[src/rtl/seq_divider_if.sv]
// Handshake and data bundle for seq_divider: the requester drives start and operands,
// the divider returns status and results.
interface seq_divider_if #(
  parameter int unsigned W = 17
) ();
  logic             start;
  logic [2*W-1:0]   dividend;
  logic [W-1:0]     divisor;
  logic             busy;
  logic             done;
  logic [W-1:0]     quotient;
  logic [W-1:0]     remainder;
  logic             div_by_zero;
  logic             overflow;

  modport master (
    output start, dividend, divisor,
    input  busy, done, quotient, remainder, div_by_zero, overflow
  );

  modport slave (
    input  start, dividend, divisor,
    output busy, done, quotient, remainder, div_by_zero, overflow
  );
endinterface

[src/rtl/seq_divider.sv]
// Sequential signed divider: restoring radix-2 on magnitudes, one quotient bit per clock.
// Define DIV_FLOOR_EN for floor-division semantics; the default truncates toward zero.
module seq_divider #(
  parameter int unsigned W = 17
) (
  input logic          clk,
  input logic          rst,
  seq_divider_if.slave div_if
);
  localparam int unsigned     DW       = 2 * W;
  localparam int unsigned     CntW     = $clog2(DW);
  localparam logic [CntW-1:0] LastIter = CntW'(DW - 1);

  typedef enum logic [1:0] {StIdle, StCalc, StFix, StZero} state_e;

  state_e          state_q, state_d;
  logic [CntW-1:0] cnt_q, cnt_d;
  // Dividend bits leave at the MSB while quotient bits enter at the LSB.
  logic [DW-1:0]   dvd_q, dvd_d;
  logic [W-1:0]    dsr_q, dsr_d;
  logic [W-1:0]    rem_q, rem_d;
  logic            sdvd_q, sdvd_d, sdsr_q, sdsr_d;
  logic            busy_q, busy_d, done_q, done_d;
  logic            dbz_q, dbz_d, ovf_q, ovf_d;
  logic [W-1:0]    quo_q, quo_d, rmd_q, rmd_d;

  logic [W:0]      shifted, trial;
  logic [DW:0]     q_fix;
  logic [W-1:0]    r_fix;
  logic            ovf_fix;
`ifdef DIV_FLOOR_EN
  logic [W-1:0]    dsr_s;
`endif

  // Partial remainder stays below the divisor magnitude, so W+1 bits cover the trial.
  assign shifted = {rem_q, dvd_q[DW-1]};
  assign trial   = shifted - {1'b0, dsr_q};

  always_comb begin
    q_fix = (sdvd_q ^ sdsr_q) ? -{1'b0, dvd_q} : {1'b0, dvd_q};
    r_fix = sdvd_q ? -rem_q : rem_q;
`ifdef DIV_FLOOR_EN
    dsr_s = sdsr_q ? -dsr_q : dsr_q;
    if ((r_fix != '0) && (r_fix[W-1] != sdsr_q)) begin
      q_fix = q_fix - 1'b1;
      r_fix = r_fix + dsr_s;
    end
`endif
    // Representable iff every bit from the W-bit sign position upward agrees.
    ovf_fix = !((&q_fix[DW:W-1]) || !(|q_fix[DW:W-1]));
  end

  always_comb begin
    state_d = state_q;
    cnt_d   = cnt_q;
    dvd_d   = dvd_q;
    dsr_d   = dsr_q;
    rem_d   = rem_q;
    sdvd_d  = sdvd_q;
    sdsr_d  = sdsr_q;
    busy_d  = 1'b0;
    done_d  = 1'b0;
    dbz_d   = dbz_q;
    ovf_d   = ovf_q;
    quo_d   = quo_q;
    rmd_d   = rmd_q;

    unique case (state_q)
      StIdle: begin
        if (div_if.start) begin
          sdvd_d  = div_if.dividend[DW-1];
          sdsr_d  = div_if.divisor[W-1];
          dvd_d   = div_if.dividend[DW-1] ? -div_if.dividend : div_if.dividend;
          dsr_d   = div_if.divisor[W-1] ? -div_if.divisor : div_if.divisor;
          rem_d   = '0;
          cnt_d   = '0;
          quo_d   = '0;
          rmd_d   = '0;
          dbz_d   = 1'b0;
          ovf_d   = 1'b0;
          state_d = (div_if.divisor == '0) ? StZero : StCalc;
        end
      end
      StCalc: begin
        busy_d = 1'b1;
        cnt_d  = cnt_q + 1'b1;
        if (!trial[W]) begin
          rem_d = trial[W-1:0];
          dvd_d = {dvd_q[DW-2:0], 1'b1};
        end else begin
          rem_d = shifted[W-1:0];
          dvd_d = {dvd_q[DW-2:0], 1'b0};
        end
        if (cnt_q == LastIter) state_d = StFix;
      end
      StFix: begin
        quo_d   = q_fix[W-1:0];
        rmd_d   = r_fix;
        ovf_d   = ovf_fix;
        done_d  = 1'b1;
        state_d = StIdle;
      end
      StZero: begin
        quo_d   = '0;
        rmd_d   = '0;
        dbz_d   = 1'b1;
        done_d  = 1'b1;
        state_d = StIdle;
      end
      default: state_d = StIdle;
    endcase
  end

  always_ff @(posedge clk or posedge rst) begin
    if (rst) begin
      state_q <= StIdle;
      cnt_q   <= '0;
      dvd_q   <= '0;
      dsr_q   <= '0;
      rem_q   <= '0;
      sdvd_q  <= 1'b0;
      sdsr_q  <= 1'b0;
      busy_q  <= 1'b0;
      done_q  <= 1'b0;
      dbz_q   <= 1'b0;
      ovf_q   <= 1'b0;
      quo_q   <= '0;
      rmd_q   <= '0;
    end else begin
      state_q <= state_d;
      cnt_q   <= cnt_d;
      dvd_q   <= dvd_d;
      dsr_q   <= dsr_d;
      rem_q   <= rem_d;
      sdvd_q  <= sdvd_d;
      sdsr_q  <= sdsr_d;
      busy_q  <= busy_d;
      done_q  <= done_d;
      dbz_q   <= dbz_d;
      ovf_q   <= ovf_d;
      quo_q   <= quo_d;
      rmd_q   <= rmd_d;
    end
  end

  assign div_if.busy        = busy_q;
  assign div_if.done        = done_q;
  assign div_if.quotient    = quo_q;
  assign div_if.remainder   = rmd_q;
  assign div_if.div_by_zero = dbz_q;
  assign div_if.overflow    = ovf_q;
endmodule

[src/flat_wrapper.sv]
// flat-port wrapper written by rule: the top's interface ports become plain ports
module seq_divider_flat 
#(
  parameter int unsigned W = 17
)
  (clk, rst, div_if_start, div_if_dividend, div_if_divisor, div_if_busy, div_if_done, div_if_quotient, div_if_remainder, div_if_div_by_zero, div_if_overflow);
  seq_divider_if #(.W(W)) div_if_i ();
  input logic clk;
  input logic rst;
  input wire logic [$bits(div_if_i.start)-1:0] div_if_start;
  input wire logic [$bits(div_if_i.dividend)-1:0] div_if_dividend;
  input wire logic [$bits(div_if_i.divisor)-1:0] div_if_divisor;
  output wire logic [$bits(div_if_i.busy)-1:0] div_if_busy;
  output wire logic [$bits(div_if_i.done)-1:0] div_if_done;
  output wire logic [$bits(div_if_i.quotient)-1:0] div_if_quotient;
  output wire logic [$bits(div_if_i.remainder)-1:0] div_if_remainder;
  output wire logic [$bits(div_if_i.div_by_zero)-1:0] div_if_div_by_zero;
  output wire logic [$bits(div_if_i.overflow)-1:0] div_if_overflow;
  assign div_if_i.start = div_if_start;
  assign div_if_i.dividend = div_if_dividend;
  assign div_if_i.divisor = div_if_divisor;
  assign div_if_busy = div_if_i.busy;
  assign div_if_done = div_if_i.done;
  assign div_if_quotient = div_if_i.quotient;
  assign div_if_remainder = div_if_i.remainder;
  assign div_if_div_by_zero = div_if_i.div_by_zero;
  assign div_if_overflow = div_if_i.overflow;
  seq_divider #(.W(W)) u_core (.clk(clk), .rst(rst), .div_if(div_if_i));
endmodule
[config.mk]
export PLATFORM = sky130hd
export DESIGN_NAME = seq_divider_flat
export DESIGN_NICKNAME = d
export VERILOG_FILES = /design/src/rtl/seq_divider_if.sv /design/src/rtl/seq_divider.sv /design/src/flat_wrapper.sv
export SDC_FILE = /design/constraint.sdc
export NUM_CORES = 1
export LEC_CHECK = 0
export ABC_AREA = 1
export ABC_CLOCK_PERIOD_IN_PS = 7300
export CAP_MARGIN = 40
export CORE_ASPECT_RATIO = 1.75
export CORE_MARGIN = 3
export CORE_UTILIZATION = 30
export DETAILED_ROUTE_END_ITERATION = 8
export GPL_ROUTABILITY_DRIVEN = 0
export PLACE_DENSITY = 0.49
export SKIP_CTS_REPAIR_TIMING = 1
export SLEW_MARGIN = 20
export SYNTH_ARGS = -nofsm -noshare
export SYNTH_HDL_FRONTEND = slang
export SYNTH_SLANG_ARGS = --single-unit
[constraint.sdc]
create_clock -name clk -period 7.3 [get_ports clk]
set_input_delay 1.095 -clock clk [delete_from_list [all_inputs] [get_ports clk]]
set_output_delay 1.095 -clock clk [all_outputs]
set_load 0.02 [all_outputs]
==> results of run 1 <==
==> per-layer routing <==
metal / wire length, um / vias up / GRT usage [%]
li1: - / 4255 / -
met1: 10600 / 3861 / 18.6
met2: 16100 / 127 / 38.3
met3: 574 / 50 / 2.80
met4: 1290 / 0 / 10.4
met5: 0 / - / 0
==> state kept, by name (all words and copies together), names as in the netlist <==
register                   count
u_core.div_if.quotient        17
u_core.dsr_q                  17
u_core.div_if.div_by_zero      1
u_core.rem_q                  17
u_core.div_if.done             1
u_core.dvd_q                  34
u_core.div_if.overflow         1
u_core.div_if.remainder       17
u_core.sdsr_q                  1
u_core.sdvd_q                  1
u_core.div_if.busy             1
u_core.state_q                 2
u_core.cnt_q                   6
==> worst register-to-register path, delay by kind of cell (launching register included) <==
family / cells / cell delay (ns)
AO/OA/AOI/OAI: 2 / 0.91
buffers and inverters: 2 / 0.30
AND/OR/NAND/NOR: 7 / 0.58
flip-flops: 1 / 0.42
XOR/XNOR: 1 / 0.16
adder cells (fa/ha/maj): 2 / 0.61
==> cells in the final DEF, fill, tap and decap left out, types with 3 or more instances in the layout <==
| cell | netlist | final |
|---|---|---|
| a21oi_1 | 49 | 49 |
| a22oi_1 | 30 | 30 |
| a32o_1 | 3 | 3 |
| and2_1 | 3 | 3 |
| buf_4 | 4 | 9 |
| clkbuf_16 | 0 | 17 |
| clkdlybuf4s50_1 | 0 | 91 |
| clkinv_2 | 0 | 6 |
| clkinvlp_4 | 0 | 6 |
| dfrtp_1 | 116 | 116 |
| ha_1 | 23 | 23 |
| inv_1 | 138 | 137 |
| inv_2 | 4 | 4 |
| nand2_1 | 336 | 336 |
| nand2_2 | 11 | 11 |
| nand3_1 | 107 | 107 |
| nand3b_1 | 5 | 5 |
| nand4_1 | 14 | 14 |
| nor2_1 | 131 | 127 |
| nor2_2 | 3 | 5 |
| nor2_4 | 2 | 4 |
| nor3_1 | 22 | 22 |
| nor4_1 | 4 | 4 |
| o211ai_1 | 3 | 3 |
| o21ai_0 | 129 | 129 |
| o21ai_1 | 3 | 3 |
| o22ai_1 | 8 | 8 |
| o31ai_1 | 4 | 4 |
| or2_2 | 3 | 3 |
| xnor2_1 | 15 | 15 |
| xor2_1 | 22 | 21 |
==> area by class of cell <==
type	instances	area share (%)
well taps	369	4.51
multi-input cells	946	46.6
repair buffers	101	9.82
clock inverters	14	1.11
clock buffers	18	4.29
inverters	144	5.33
flip-flops and latches	116	28.3
==> power by group through the flow <==
stage                     combinational, uW  clock (uW)  sequential, uW
final                                  3080         800            1300
after global routing                   3510         840            1340
after CTS                              3120         817            1300
after detailed placement               3110           0            1310
after global placement                 3090           0            1310
after floorplan                        2200           0            1260
==> path summary, 6_finish.rpt <==
path,from,endpoint,slack (ns)
worst max-delay path,div_if_dividend[0],u_core.dvd_q[32]$_DFFE_PP0P_,4.12
max in group asynchronous,rst,u_core.state_q[0]$_DFFE_PP0P_,5.07
worst min register to register,u_core.cnt_q[5]$_DFFE_PP0P_,u_core.cnt_q[5]$_DFFE_PP0P_,0.47
worst max register to register,u_core.dvd_q[33]$_DFFE_PP0P_,u_core.rem_q[12]$_DFFE_PP0P_,4.19
min in group asynchronous,rst,u_core.div_if.busy$_DFF_PP0_,0.99
worst min-delay path,u_core.cnt_q[5]$_DFFE_PP0P_,u_core.cnt_q[5]$_DFFE_PP0P_,0.47
==> synth_stat cells <==
| master | count | area [um2] |
|---|---|---|
| a21boi_0 | 1 | 7.51 |
| a21oi_1 | 49 | 245 |
| a22oi_1 | 30 | 225 |
| a31oi_1 | 2 | 12.5 |
| a32o_1 | 3 | 30.0 |
| and2_1 | 3 | 18.8 |
| buf_2 | 4 | 20.0 |
| buf_4 | 4 | 30.0 |
| buf_6 | 1 | 11.3 |
| clkbuf_1 | 31 | 116 |
| clkinv_1 | 1 | 3.75 |
| dfrtp_1 | 116 | 2900 |
| fa_1 | 1 | 20.0 |
| ha_1 | 23 | 288 |
| inv_1 | 138 | 518 |
| inv_2 | 4 | 15.0 |
| inv_4 | 1 | 6.26 |
| nand2_1 | 336 | 1260 |
| nand2_2 | 11 | 68.8 |
| nand3_1 | 107 | 536 |
| nand3_2 | 2 | 20.0 |
| nand3b_1 | 5 | 37.5 |
| nand4_1 | 14 | 87.6 |
| nor2_1 | 131 | 492 |
| nor2_2 | 3 | 18.8 |
| nor2_4 | 2 | 22.5 |
| nor3_1 | 22 | 110 |
| nor3_2 | 2 | 20.0 |
| nor4_1 | 4 | 25.0 |
| o211ai_1 | 3 | 22.5 |
| o21a_1 | 2 | 15.0 |
| o21ai_0 | 129 | 646 |
| o21ai_1 | 3 | 15.0 |
| o21ai_2 | 1 | 8.76 |
| o221ai_1 | 2 | 17.5 |
| o22ai_1 | 8 | 50.1 |
| o31ai_1 | 4 | 30.0 |
| or2_1 | 2 | 12.5 |
| or2_2 | 3 | 18.8 |
| xnor2_1 | 15 | 131 |
| xor2_1 | 22 | 193 |
| xor2_4 | 1 | 27.5 |
==> metrics by stage <==
step	util (%)	setup WS, ns
floorplan	-	3.13
global placement	35.4	3.77
detailed placement	35.5	3.67
CTS	37.5	4.14
global route	37.5	3.90
finish	37.5	4.12
==> logic make-up after synthesis <==
logic type                 share of synthesized area (%)
AOI/OAI and AO/OA                                   15.9
xor gates and xnor gates                            4.21
and+or+nand+nor                                     32.9
adders and majority gates                           3.68
DFF                                                 34.7
buffers and inverters                               8.62
==> results.md, run 1 <==
* Seq/Total Area, Yosys at 34.7%
* Flop pwr share at 25.1%
* Clk Latency, worst-skew pair at 0.44 ns
* Internal power at about 2500 uW
* Top Family by Delay on Critical Path: simple AND/OR/NAND/NOR gates
* Power Total at roughly 5200 uW
* Via total after detailed routing at 8293
* # setup viols final at 0
* Syn_nets at 1324
* # diodes at 0
* Clock group share of total power at approximately 15%
* Vias/cell at 4.86
* CTS tree: built
* Min-Delay Path Depth at 1
* Maximum buffer depth of the clock tree at 2
* Clock sinks at 116
* Max IR drop VDD at 207 uV
* First-pass GRT wire length at 44.1 mm
* Fillers at 2979
* Area occupied by multi-input gates at about 4800 um2
* Status: finished clean
* Setup Crit Path Kind: in2reg
* Max transition margin at a little over half
* Post-place instance area at 9690 um2
* Reg2reg path depth at 14
* Fin Clk Skew at 0.0107 ns
* FP Rows at 80
* Sw Share at 51.6%
* Crit path required time at 7.62 ns
* Gate power share at 59.4%
* Clock transition at the registers of the reported paths at 0.06 ns
* Final period util at 43.5%
* Setup crit start kind: input pin
* Area Growth Syn to Fin at 22.5%
* Sequential cell area at around 2900 um2
* Crit. End Element: register
* Slowest Stage Delay on Critical Path at 0.48 ns
* P_sw at 2680 uW
* Leak at about 0.0047 uW
* Final max-slew violation count at 0
* Top cell by count, worst path: nand3_1
* P per Cell Area at 507 nW/um2
* Initial antenna violation count at 0
* Nets at 1404
* Max Clk Rate at 315 MHz
* I/O pin count at 92
* GRT overflow at 0
* Pin count of the biggest net entering global routing at 55
* Final WL at around 29 mm
* RSZ-0062 raised after global routing: no
* Area of the mapped netlist at 8360 um2
* Number of global-route vias before repair at 8088
* DRT antenna net count at 0
* Layout Cells excl Fill at between 1500 and 2000
* Crit-path cells: clkdlybuf4s50_1, inv_1, ha_1, nand3_1, nor3_1, nand2_1, nor2_2, nand3_1, nor2_1, nand2_1, o21ai_2, nand3_1, nand3_1, nand2_1
* CP arrival at 3.50 ns
* Initial Util at 30.6%
* Crit path time final at 3.18 ns
* Fin. Hold Viols at 0
* Htree depth at 4
* Worst-path fanout max at 4
* DRC viols at 0
* PortBufs at 91
* Syn_area_per_cell at 6.71 um2
* Root Buffer: clkbuf_16
* Post-synthesis cell type count at 42
* Placed Cells incl. Taps at about 1700
* Detailed Route Iter0 Violations at about 390
* HP Class: reg2reg
* Synthesized flop and latch total at 116
* Area of the core at 27300 um2
* Cell area after layout at between 10000 and 15000 um2
* First-pass detailed-route iteration total at 4
* Worst path slowest cell: clkdlybuf4s50_1
* Buf+Inv Stages, Crit Path at 2
* Setup TNS at 0 ns
* WP depth at 14
* Wire per inst at 16.7 um
* Mapped Cells at 1246
* Die W at 132 um
* All-Layer GR Usage at 19.2%
* Fraction of layout cells with a size suffix above 1 at 5.83%
* Max cap viols at 0
* Die Y at 227 um
* Total CTS buffers at 17
* Synth warn at 0
* Dpl hpwl at 21.8 mm
* Hold Slack at 0.475 ns
* Die Area at about 30000 um2
* Least-Margin Pin Slew at 0.697 ns
Note: power is estimated with default switching activity, not from simulation.
==> run 2, diff against run 1 <==
--- a/config.mk
+++ b/config.mk
@@ -6,7 +6,7 @@
 export NUM_CORES = 1
 export LEC_CHECK = 0
 export ABC_AREA = 1
-export ABC_CLOCK_PERIOD_IN_PS = 7300
+export ABC_CLOCK_PERIOD_IN_PS = 3090
 export CAP_MARGIN = 40
 export CORE_ASPECT_RATIO = 1.75
 export CORE_MARGIN = 3
==> constraint.sdc (replaced) <==
create_clock -name clk -period 3.09 [get_ports clk]
set_input_delay 0.4635 -clock clk [delete_from_list [all_inputs] [get_ports clk]]
set_output_delay 0.4635 -clock clk [all_outputs]
set_load 0.02 [all_outputs]
==> run 2 against run 1 <==
Net effect: critical path depth shrank 3; count of clock-buffer cells in the layout grew 5; critical path type is now reg2reg; highest routed layer unchanged; clock skew shrank 0.0024 ns.
==> results.md, run 2 (synthesized netlist as in run 1, its figures left out) <==
* Area of the core at ~27000 um2
* Status: finished clean
* Nets at 1424
* HP Class: reg2reg
* Clock sinks at 116
* Clk Latency, worst-skew pair at 0.44 ns
* Crit path required time at 3.42 ns
* Post-place instance area at 9840 um2
* Die W at 132 um
* Setup Crit Path Kind: reg2reg
* Final WL at 28.5 mm
* Most common cell after layout, fill and taps aside: nand2_1
* Max reg flops at 34
* P per Cell Area at 1230 nW/um2
* CP arrival at 2.92 ns
* Least-Margin Pin Slew at 0.672 ns
* Max Clk Rate at slightly below 400 MHz
* CTS tree: built
* RSZ-0062 raised after global routing: no
* Sw Share at 49.6%
* Cell area after layout at 10500 um2
* Clock transition at the registers of the reported paths at around 0.06 ns
* # setup viols final at 0
* First-pass GRT wire length at 45.0 mm
* Leak at just under 0.005 uW
* Initial antenna violation count at 0
* # diodes at 0
* Fraction of layout cells with a size suffix above 1 at 6.92%
* Die Y at 227 um
* PortBufs at 91
* I/O pin count at about 90
* Setup crit start kind: register
* Initial Util at 30.6%
* Commonest cells after routing, fill and taps aside: 336 x nand2_1, 137 x inv_1, 129 x o21ai_0, 127 x nor2_1, 116 x dfrtp_1
* Hold Slack at 0.476 ns
* Dpl hpwl at between 20 and 25 mm
* WL met1 at 10.3 mm
* Crit. End Element: register
* Worst-path fanout max at 10
* Max transition margin at 55.1%
* DRC viols at 0
* Vias/cell at 4.88
* Flop pwr share at about a quarter
* Pin count of the biggest net entering global routing at 117
* Most flops, register: u_core.dvd_q
* Highest Signal Layer: met4
* FP Rows at 80
* Wire length on met3 at 787 um
* Maximum buffer depth of the clock tree at 2
* Gate power share at 59.9%
* Met2 wire length at 16.3 mm
* Internal power at 6470 uW
* Die Area at 30000 um2
* P_sw at 6370 uW
* Max cap viols at 0
* Clock group share of total power at 16.6%
* Fillers at slightly below 3000
* Area Growth Syn to Fin at 25.2%
* Total CTS buffers at 17
* DRT antenna net count at 0
* Final max-slew violation count at 0
* Fin. Hold Viols at 0
* Crit path time final at 2.59 ns
* Wire per inst at 16.5 um
* Number of global-route vias before repair at 8369
* Via total after detailed routing at 8425
* First-pass detailed-route iteration total at 6
* GRT overflow at 0
* Root Buffer: clkbuf_16
* Detailed Route Iter0 Violations at between 500 and 600
* Htree depth at 4
* All-Layer GR Usage at 19.4%
* Max IR drop VDD at slightly above 500 uV
* Setup TNS at 0 ns
* R2R Setup Slk at around 0.5 ns
* Fin Clk Skew at 0.00833 ns
* Final period util at 83.7%
-- run 2: changes by cell type in the layout (fill, tap and decap cells not counted), sizes merged --
cell / before / now
inv: 143 / 142
buf: 10 / 30
bufinv: 1 / 4
clkbuf: 18 / 23
clkinvlp: 6 / 2
clkinv: 8 / 5
-- run 2: critical path, stage by stage, from the launching register on --
cell,delay [ns]
dfrtp_1,0.42
ha_1,0.38
a21oi_1,0.30
o21a_1,0.19
nand3_2,0.15
nand2_1,0.11
nand3_2,0.11
xor2_4,0.39
buf_4,0.23
nand2_1,0.07
nand3_1,0.08
nand2_1,0.05
-- run 2: area by class of cell --
class                           count  area, um2  area share, %
Clock buffer                       23        468           4.47
Clock inverter                      9        151           1.45
Inverter                          144        547           5.23
Multi-Input combinational cell    946       4770           45.6
Sequential cell                   116       2900           27.7
Tap cell                          369        462           4.41
Timing Repair Buffer              121       1160           11.1
-- run 2: worst paths after layout --
| path | end | depth (start not counted) | from |
|---|---|---|---|
| min | u_core.div_if.remainder[10]$_DFFE_PP0P_ | 2 | u_core.div_if.remainder[10]$_DFFE_PP0P_ |
| max reg2reg | u_core.rem_q[10]$_DFFE_PP0P_ | 11 | u_core.rem_q[7]$_DFFE_PP0P_ |
| min reg2reg | u_core.div_if.remainder[10]$_DFFE_PP0P_ | 2 | u_core.div_if.remainder[10]$_DFFE_PP0P_ |
| max in group asynchronous | u_core.div_if.remainder[2]$_DFFE_PP0P_ | 3 | rst |
| min in group asynchronous | u_core.div_if.quotient[2]$_DFFE_PP0P_ | 3 | rst |
| max | u_core.rem_q[10]$_DFFE_PP0P_ | 11 | u_core.rem_q[7]$_DFFE_PP0P_ |
-- run 2: power groups by stage --
stage | clock network (uW) | logic [uW] | registers, uW
final | 2130 | 7690 | 3010
after global routing | 2230 | 8740 | 3100
after detailed placement | 0 | 7740 | 3030
after global placement | 0 | 7710 | 3030
after floorplan | 0 | 5200 | 2980
after CTS | 2180 | 7780 | 3010
-- run 2: per-stage QoR --
| step | power (uW) | std cells | utilization, % | setup slack [ns] |
|---|---|---|---|---|
| CTS | 13000 | 1728 | 38.3 | 0.479 |
| floorplan | 8180 | 1246 | - | 0.792 |
| global placement | 10700 | 1696 | 36.0 | 0.161 |
| global route | 14100 | 1728 | 38.3 | 0.326 |
| detailed placement | 10800 | 1696 | 36.0 | 0.144 |
| finish | 12800 | 1728 | 38.3 | 0.504 |
-- run 2: per-layer routing --
metal	vias to the layer above	GRT usage [%]
met2	153	39.1
met3	48	3.37
met1	3923	18.8
met4	0	9.02
li1	4301	-
met5	-	0
